--- src/rtl/breakout_pkg.sv ---
// rtl/breakout_pkg.sv - shared Breakout constants and the frame-engine state type
// Contents:
//   screen limits, ball half-size, brick/paddle sizes, brick count,
//   clamp limits for the ball centre, frame-engine state enum
package breakout_pkg;

  localparam int SCREEN_W    = 640;
  localparam int SCREEN_H    = 480;
  localparam int BALL_HALF   = 2;

  localparam int BRICK_W     = 40;
  localparam int BRICK_H     = 20;
  localparam int PADDLE_W    = 80;
  localparam int PADDLE_H    = 10;

  localparam int BRICK_COUNT = 16;

  // Ball centre is kept so the whole ball stays on screen.
  localparam logic [10:0] BALL_X_MIN = 11'(BALL_HALF);
  localparam logic [10:0] BALL_X_MAX = 11'(SCREEN_W - 1 - BALL_HALF);
  localparam logic [10:0] BALL_Y_MIN = 11'(BALL_HALF);
  localparam logic [10:0] BALL_Y_MAX = 11'(SCREEN_H - 1 - BALL_HALF);

  typedef enum logic [2:0] {
    IDLE,
    WAIT,
    MOVE,
    SCAN,
    PADDLE,
    WALL,
    END,
    OVER
  } state_t;

endpackage

--- src/rtl/brick_hit_test.sv ---
// rtl/brick_hit_test.sv - combinational ball-versus-brick overlap test
// Ports:
//   ball_x, ball_y : ball centre
//   index          : brick number 0..15 (col = index[2:0], row = index[3])
//   overlap        : high when the ball touches the brick rectangle
module brick_hit_test
  import breakout_pkg::*;
#(
  parameter int BLK_X0      = 160,
  parameter int BLK_Y0      = 60,
  parameter int BLK_PITCH_X = 40,
  parameter int BLK_PITCH_Y = 20
) (
  input  logic [9:0] ball_x,
  input  logic [9:0] ball_y,
  input  logic [3:0] index,
  output logic       overlap
);

  logic [10:0] bx;
  logic [10:0] by;
  logic [10:0] x;
  logic [10:0] y;

  // The ball half-size is added to the ball side or the brick side rather
  // than subtracted, so nothing can wrap below zero.
  always_comb begin
    bx = 11'(BLK_X0) + 11'(index[2:0]) * 11'(BLK_PITCH_X);
    by = 11'(BLK_Y0) + 11'(index[3]) * 11'(BLK_PITCH_Y);
    x  = {1'b0, ball_x};
    y  = {1'b0, ball_y};
    overlap = (x + 11'(BALL_HALF) > bx) &&
              (x < bx + 11'(BRICK_W + BALL_HALF)) &&
              (y + 11'(BALL_HALF) > by) &&
              (y < by + 11'(BRICK_H + BALL_HALF));
  end

endmodule

--- src/rtl/breakout_frame_engine.sv ---
// rtl/breakout_frame_engine.sv - once-per-frame Breakout game-state update
// Ports:
//   clk, rst          : clock, synchronous active-high reset
//   start             : active-low start / restart button
//   frame_tick        : one-cycle pulse per frame, during blanking
//   paddlex, paddley  : paddle left edge / top edge
//   ballx, bally      : ball centre
//   hit               : destroyed-brick flags, bit k = brick k
//   W, L              : sticky win / loss
//   busy              : high while a frame update runs
//   done              : one-cycle pulse when a frame update completes
module breakout_frame_engine
  import breakout_pkg::*;
#(
  parameter int SPEED       = 2,
  parameter int BALL_X0     = 320,
  parameter int BALL_Y0     = 400,
  parameter int DY0         = 0,
  parameter int BLK_X0      = 160,
  parameter int BLK_Y0      = 60,
  parameter int BLK_PITCH_X = 40,
  parameter int BLK_PITCH_Y = 20
) (
  input  logic                   clk,
  input  logic                   rst,
  input  logic                   start,
  input  logic                   frame_tick,
  input  logic [9:0]             paddlex,
  input  logic [9:0]             paddley,
  output logic [9:0]             ballx,
  output logic [9:0]             bally,
  output logic [BRICK_COUNT-1:0] hit,
  output logic                   W,
  output logic                   L,
  output logic                   busy,
  output logic                   done
);

  localparam logic DY_INIT = (DY0 != 0);

  state_t      state;
  logic        dx;        // 1 = right
  logic        dy;        // 1 = down
  logic [3:0]  scan_idx;
  logic        found;     // a brick was already taken this frame

  logic [10:0] x_ext;
  logic [10:0] y_ext;
  logic [10:0] x_next;
  logic [10:0] y_next;
  logic [10:0] px;
  logic [10:0] py;
  logic        brick_overlap;
  logic        candidate;
  logic        paddle_contact;
  logic        win_now;

  brick_hit_test #(
    .BLK_X0      (BLK_X0),
    .BLK_Y0      (BLK_Y0),
    .BLK_PITCH_X (BLK_PITCH_X),
    .BLK_PITCH_Y (BLK_PITCH_Y)
  ) u_brick_hit_test (
    .ball_x  (ballx),
    .ball_y  (bally),
    .index   (scan_idx),
    .overlap (brick_overlap)
  );

  // Next ball position with clamping; the left/up step checks against the
  // limit before subtracting so the 11-bit value never wraps.
  always_comb begin
    x_ext = {1'b0, ballx};
    y_ext = {1'b0, bally};
    px    = {1'b0, paddlex};
    py    = {1'b0, paddley};

    if (dx) begin
      x_next = x_ext + 11'(SPEED);
      if (x_next > BALL_X_MAX) x_next = BALL_X_MAX;
    end else begin
      if (x_ext < BALL_X_MIN + 11'(SPEED)) x_next = BALL_X_MIN;
      else                                 x_next = x_ext - 11'(SPEED);
    end

    if (dy) begin
      y_next = y_ext + 11'(SPEED);
      if (y_next > BALL_Y_MAX) y_next = BALL_Y_MAX;
    end else begin
      if (y_ext < BALL_Y_MIN + 11'(SPEED)) y_next = BALL_Y_MIN;
      else                                 y_next = y_ext - 11'(SPEED);
    end

    candidate      = brick_overlap && !hit[scan_idx];
    paddle_contact = (y_ext + 11'(BALL_HALF) >= py) &&
                     (y_ext < py + 11'(PADDLE_H)) &&
                     (x_ext + 11'(BALL_HALF) > px) &&
                     (x_ext < px + 11'(PADDLE_W + BALL_HALF));
    win_now        = (&hit) && !L;
  end

  always_ff @(posedge clk) begin
    if (rst) begin
      state    <= IDLE;
      ballx    <= 10'(BALL_X0);
      bally    <= 10'(BALL_Y0);
      dx       <= 1'b1;
      dy       <= DY_INIT;
      hit      <= '0;
      W        <= 1'b0;
      L        <= 1'b0;
      busy     <= 1'b0;
      done     <= 1'b0;
      scan_idx <= 4'd0;
      found    <= 1'b0;
    end else begin
      done <= 1'b0;
      case (state)
        IDLE: begin
          if (!start) state <= WAIT;
        end

        WAIT: begin
          if (frame_tick) begin
            busy  <= 1'b1;
            state <= MOVE;
          end
        end

        MOVE: begin
          ballx    <= x_next[9:0];
          bally    <= y_next[9:0];
          scan_idx <= 4'd0;
          found    <= 1'b0;
          state    <= SCAN;
        end

        // Always walks all 16 bricks so the frame length is fixed.
        SCAN: begin
          if (candidate && !found) begin
            hit[scan_idx] <= 1'b1;
            dy            <= ~dy;
            found         <= 1'b1;
          end
          scan_idx <= scan_idx + 4'd1;
          if (scan_idx == 4'd15) state <= PADDLE;
        end

        PADDLE: begin
          if (dy && paddle_contact) dy <= 1'b0;
          state <= WALL;
        end

        WALL: begin
          if (x_ext <= BALL_X_MIN && !dx)     dx <= 1'b1;
          else if (x_ext >= BALL_X_MAX && dx) dx <= 1'b0;
          if (y_ext <= BALL_Y_MIN && !dy)     dy <= 1'b1;
          if (y_ext >= BALL_Y_MAX)            L  <= 1'b1;
          state <= END;
        end

        // L was settled in WALL, so a loss in this frame blocks the win.
        END: begin
          if (win_now) W <= 1'b1;
          done  <= 1'b1;
          busy  <= 1'b0;
          state <= (W || L || win_now) ? OVER : WAIT;
        end

        OVER: begin
          if (!start) begin
            ballx <= 10'(BALL_X0);
            bally <= 10'(BALL_Y0);
            dx    <= 1'b1;
            dy    <= DY_INIT;
            hit   <= '0;
            W     <= 1'b0;
            L     <= 1'b0;
            state <= WAIT;
          end
        end

        default: state <= IDLE;
      endcase
    end
  end

endmodule

--- config.mk ---
export PLATFORM = sky130hd
export DESIGN_NAME = breakout_frame_engine
export DESIGN_NICKNAME = d
export VERILOG_FILES = /design/src/rtl/breakout_pkg.sv /design/src/rtl/brick_hit_test.sv /design/src/rtl/breakout_frame_engine.sv
export SDC_FILE = /design/constraint.sdc
export NUM_CORES = 1
export LEC_CHECK = 0
export CORE_AREA = 5 5 112 104
export DETAILED_ROUTE_END_ITERATION = 8
export DIE_AREA = 0 0 117 109
export MAX_ROUTING_LAYER = met4
export PLACE_DENSITY_LB_ADDON = 0.15
export SLEW_MARGIN = 20
export SYNTH_ARGS = -nofsm -noshare
export SYNTH_HDL_FRONTEND = slang
export SYNTH_SLANG_ARGS = --single-unit
--- constraint.sdc ---
create_clock -name clk -period 3.1 [get_ports clk]
set_clock_uncertainty 0.2 [all_clocks]
set_input_delay 0.62 -clock clk [delete_from_list [all_inputs] [get_ports clk]]
set_output_delay 0.62 -clock clk [all_outputs]
set_load 0.01 [all_outputs]
==> results.py, run 1 <==
metrics = {
    "status": {
        "status": "complete, but fails checks",
        "violations": "setup timing",
    },
    "power_and_ir_drop": {
        "leakage_nw": 2.724,
        "comb_power_share_pct": 32.1,
        "powerDensity_nw_per_um2": 292.2,
        "clkPwrFrac_pct": 32.6,
        "seqPwrFrac_pct": 35.3,
        "p_int_w": 0.001314,
        "ir_drop_uv": 272.1,
        "p_switching_w": 0.0006417,
        "switching_share_pct": 32.82,
    },
    "worst_setup_path": {
        "rr_endpoint": "hit[13]",
        "critPathBufInv": 1,
        "crit_path_top_delay_cell": "dfxtp_2",
        "critPathCaptureType": "flop",
        "r2r-start": "scan_idx[2]",
        "crit_start": "scan_idx[2]",
        "critical-path-top-delay-family": "adder cells",
        "startpoint_type": "flop",
        "rr_worst_depth": 14,
        "required_ns": 3.13,
        "critPathKind": "flop to flop",
        "critPathArrivalTime_ns": 3.19,
        "worstSetupEndpoint": "hit[13]",
        "critPathMaxFanout": 8,
        "max_stage_delay_ns": 0.34,
        "r2r_slack_ns": -0.06,
        "cp.depth": 14,
        "path_cells": "ha_4, ha_4, ha_1, o21ai_2, xor2_1, ha_1, nand3_1, nand2_1, a41oi_2, nand4_2, a21oi_4, clkbuf_16, a31oi_1, nor2_1",
    },
    "sta": {
        "hold_viol_final": 0,
        "drv_slew": 0,
        "rsz0062_at_grt": "true",
        "period_needed_ns": 3.158,
        "slew_headroom_pct": 49.51,
        "fin_setup_tns_ns": -0.7057,
        "setup_viol": 18,
        "fmax_mhz": 316.6,
        "tightest_slew_ns": 0.7563,
        "period_share_pct": 101.9,
        "worst_slack_ns": -0.05850,
    },
    "job": {
        "drv_cap": 0,
    },
    "yosys": {
        "ys_types": 70,
        "synthArstFlopShare_pct": 0,
        "synth.avg_cell_area_um2": 7.647,
        "ys_warn_count": 0,
        "synth_top_area_cell": "dfxtp_1",
        "synth_edf_count": 0,
        "synthCells": 682,
        "synth_fp_nets": 786,
        "netlist_top_cells_count": "ha_1 (79), nor2_1 (69), nand2_1 (53), dfxtp_1 (50)",
        "synth_top_cell_area_share_pct": 19.19,
        "netlist_area_um2": 5215,
        "synthTopCellsByArea": "dfxtp_1 (19%), ha_1 (19%), nor2_1 (5.0%), a21oi_1 (4.7%), xnor2_1 (4.5%)",
        "ys_seq_area_share_pct": 19.19,
        "synth-main-ff-cell": "dfxtp_1",
        "yosys_register_bits": 50,
        "yosysMostFrequentCell": "ha_1",
    },
    "detailed_routing": {
        "wl_per_cell_um": 18.18,
        "final_antenna_net_count": 0,
        "routed_via_density": 6.104,
        "drt_pass1_iterations": 5,
        "wirelength_mm": 16.67,
        "via_count": 5597,
        "drc_errors": 0,
        "drt_iter0_drc": 360,
    },
    "cells_and_area": {
        "antenna_cells": 0,
        "syn2layout_area_growth_pct": 28.31,
        "layout-drive-gt1-share_pct": 14.80,
        "final_nets": 887,
    },
    "floorplanning": {
        "rows": 36,
        "die_x_um": 117,
        "coreArea_um2": 10450,
        "initial_utilization_pct": 49.90,
        "ioPinCount": 64,
        "die_h_um": 109,
        "die_area_um2": 12750,
    },
    "clock_tree": {
        "cts_htree_levels": 2,
        "ctsHoldBuffers": 0,
        "cts_buffer_depth": 2,
        "cts_root_buffer": "clkbuf_16",
        "cts_tree": "done",
        "clkTransAtPathRegs_ns": 0.07,
        "clock_latency_ns": 0.29,
        "cts.sinks": 50,
        "cts_buffers": 5,
    },
    "global_routing": {
        "grt_max_degree": 24,
        "overflow": 0,
        "antenna_found_initial": 0,
        "grt_pass1_wl_mm": 26.62,
        "gr-usage-all-layers_pct": 26.56,
        "grt_pass1_vias": 5501,
    },
    "placement": {
        "dpl.hpwl_mm": 12.52,
        "routabilityCongestion": 1.006,
        "pre_cts_slack_ns": -0.3786,
        "port_buffers": 63,
    },
    "hold_path": {
        "min_path_type": "flop to flop",
        "worstHoldPathCells": 2,
    },
}
## worst register-to-register path: cells and delay by family, from the launching register on
kind	cells	cell delay, ns
adder cells (fa/ha/maj)	4	0.97
flip-flops	1	0.34
AND/OR/NAND/NOR	4	0.39
buffers and inverters	1	0.22
XOR/XNOR	1	0.22
AO/OA/AOI/OAI	4	0.77
## layout by cell type, fill, tap and decap left out, types with 8 or more instances in the layout
cell and n:
dfxtp_1 46, a21oi_1 47, clkdlybuf4s50_1 63, xnor2_1 26
nor2_1 69, ha_1 72, xor2_1 8, nand4_1 13
inv_1 47, nand3_1 34, nand2_1 53, a31oi_1 30
buf_4 65, o21ai_0 37, o21a_1 8, nor3_1 17
a211oi_1 8
## registers in the layout, indices dropped and copies added, names as in the netlist
signal    flops
state         3
L             1
hit          16
scan_idx      4
dx            1
busy          1
done          1
bally        10
found         1
ballx        10
dy            1
W             1
## metrics by stage
stage / hold WS, ns / instance area (um2) / total power (W) / cells / util [%]
2_1_floorplan: 0.2447 / 5215 / 0.001087 / 682 / -
3_3_place_gp: 0.2546 / 6302 / 0.001288 / 906 / 60.31
3_5_place_dp: 0.2699 / 6302 / 0.001308 / 906 / 60.31
4_1_cts: 0.2807 / 6663 / 0.001946 / 917 / 63.76
5_1_grt: 0.3061 / 6691 / 0.002050 / 917 / 64.03
6_report: 0.2760 / 6691 / 0.001955 / 917 / 64.03
## cell families (layout without fill, tap and decap cells)
group / after synthesis / count (layout) / share of synthesized area (%)
adders and majority gates: 80 / 80 / 19.34
DFF: 50 / 50 / 19.19
xor gates and xnor gates: 39 / 39 / 6.694
and+or+nand+nor: 230 / 230 / 21.07
AOI/OAI and AO/OA: 191 / 191 / 23.80
buffers and inverters: 86 / 188 / 7.485
muxes: 6 / 6 / 2.423
## repair_timing
item	4_1_cts	5_1_grt
cloned	1	0
pin swaps	17	7
setup buffers	2	0
setup endpoints to repair	18	18
resized for setup	28	10
## power groups by stage
stage	Sequential, W	Clock, W	Combinational, W
CTS	0.000689	0.000639	0.000618
global placement	0.000702	0	0.000586
global route	0.000694	0.000664	0.000692
floorplan	0.000703	0	0.000384
finish	0.000691	0.000637	0.000628
detailed placement	0.000703	0	0.000605
## routing by layer
layer | global-route usage [%] | wire (um)
met4 | 7.453 | 262
met1 | 34.41 | 7214
met2 | 43.46 | 7956
met3 | 3.607 | 1235
met5 | - | 0
## layout make-up
class / instances / area [um2]
Inverter: 50 / 187.7
Fill cell: 908 / 3759
Multi-Input combinational cell: 546 / 3999
Clock inverter: 3 / 43.79
Timing Repair Buffer: 130 / 1164
Tap cell: 133 / 166.4
Clock buffer: 5 / 125.1
Sequential cell: 50 / 1006
## how the worst min path moves through the flow
stage / endpoint / from
6_report: W / W
5_1_grt: W / W
4_1_cts: W / W
3_5_place_dp: W / W
3_3_place_gp: found / found
2_1_floorplan: found / found
Note: power is estimated with default switching activity, not from simulation.
==> run 2, diff against run 1 <==
Settings changed: CTS_CLUSTER_SIZE set to 16, SLEW_MARGIN 20 to 30.
==> results of run 2 <==
Same layout as run 1: the final DEF is identical, and so are final timing and power.
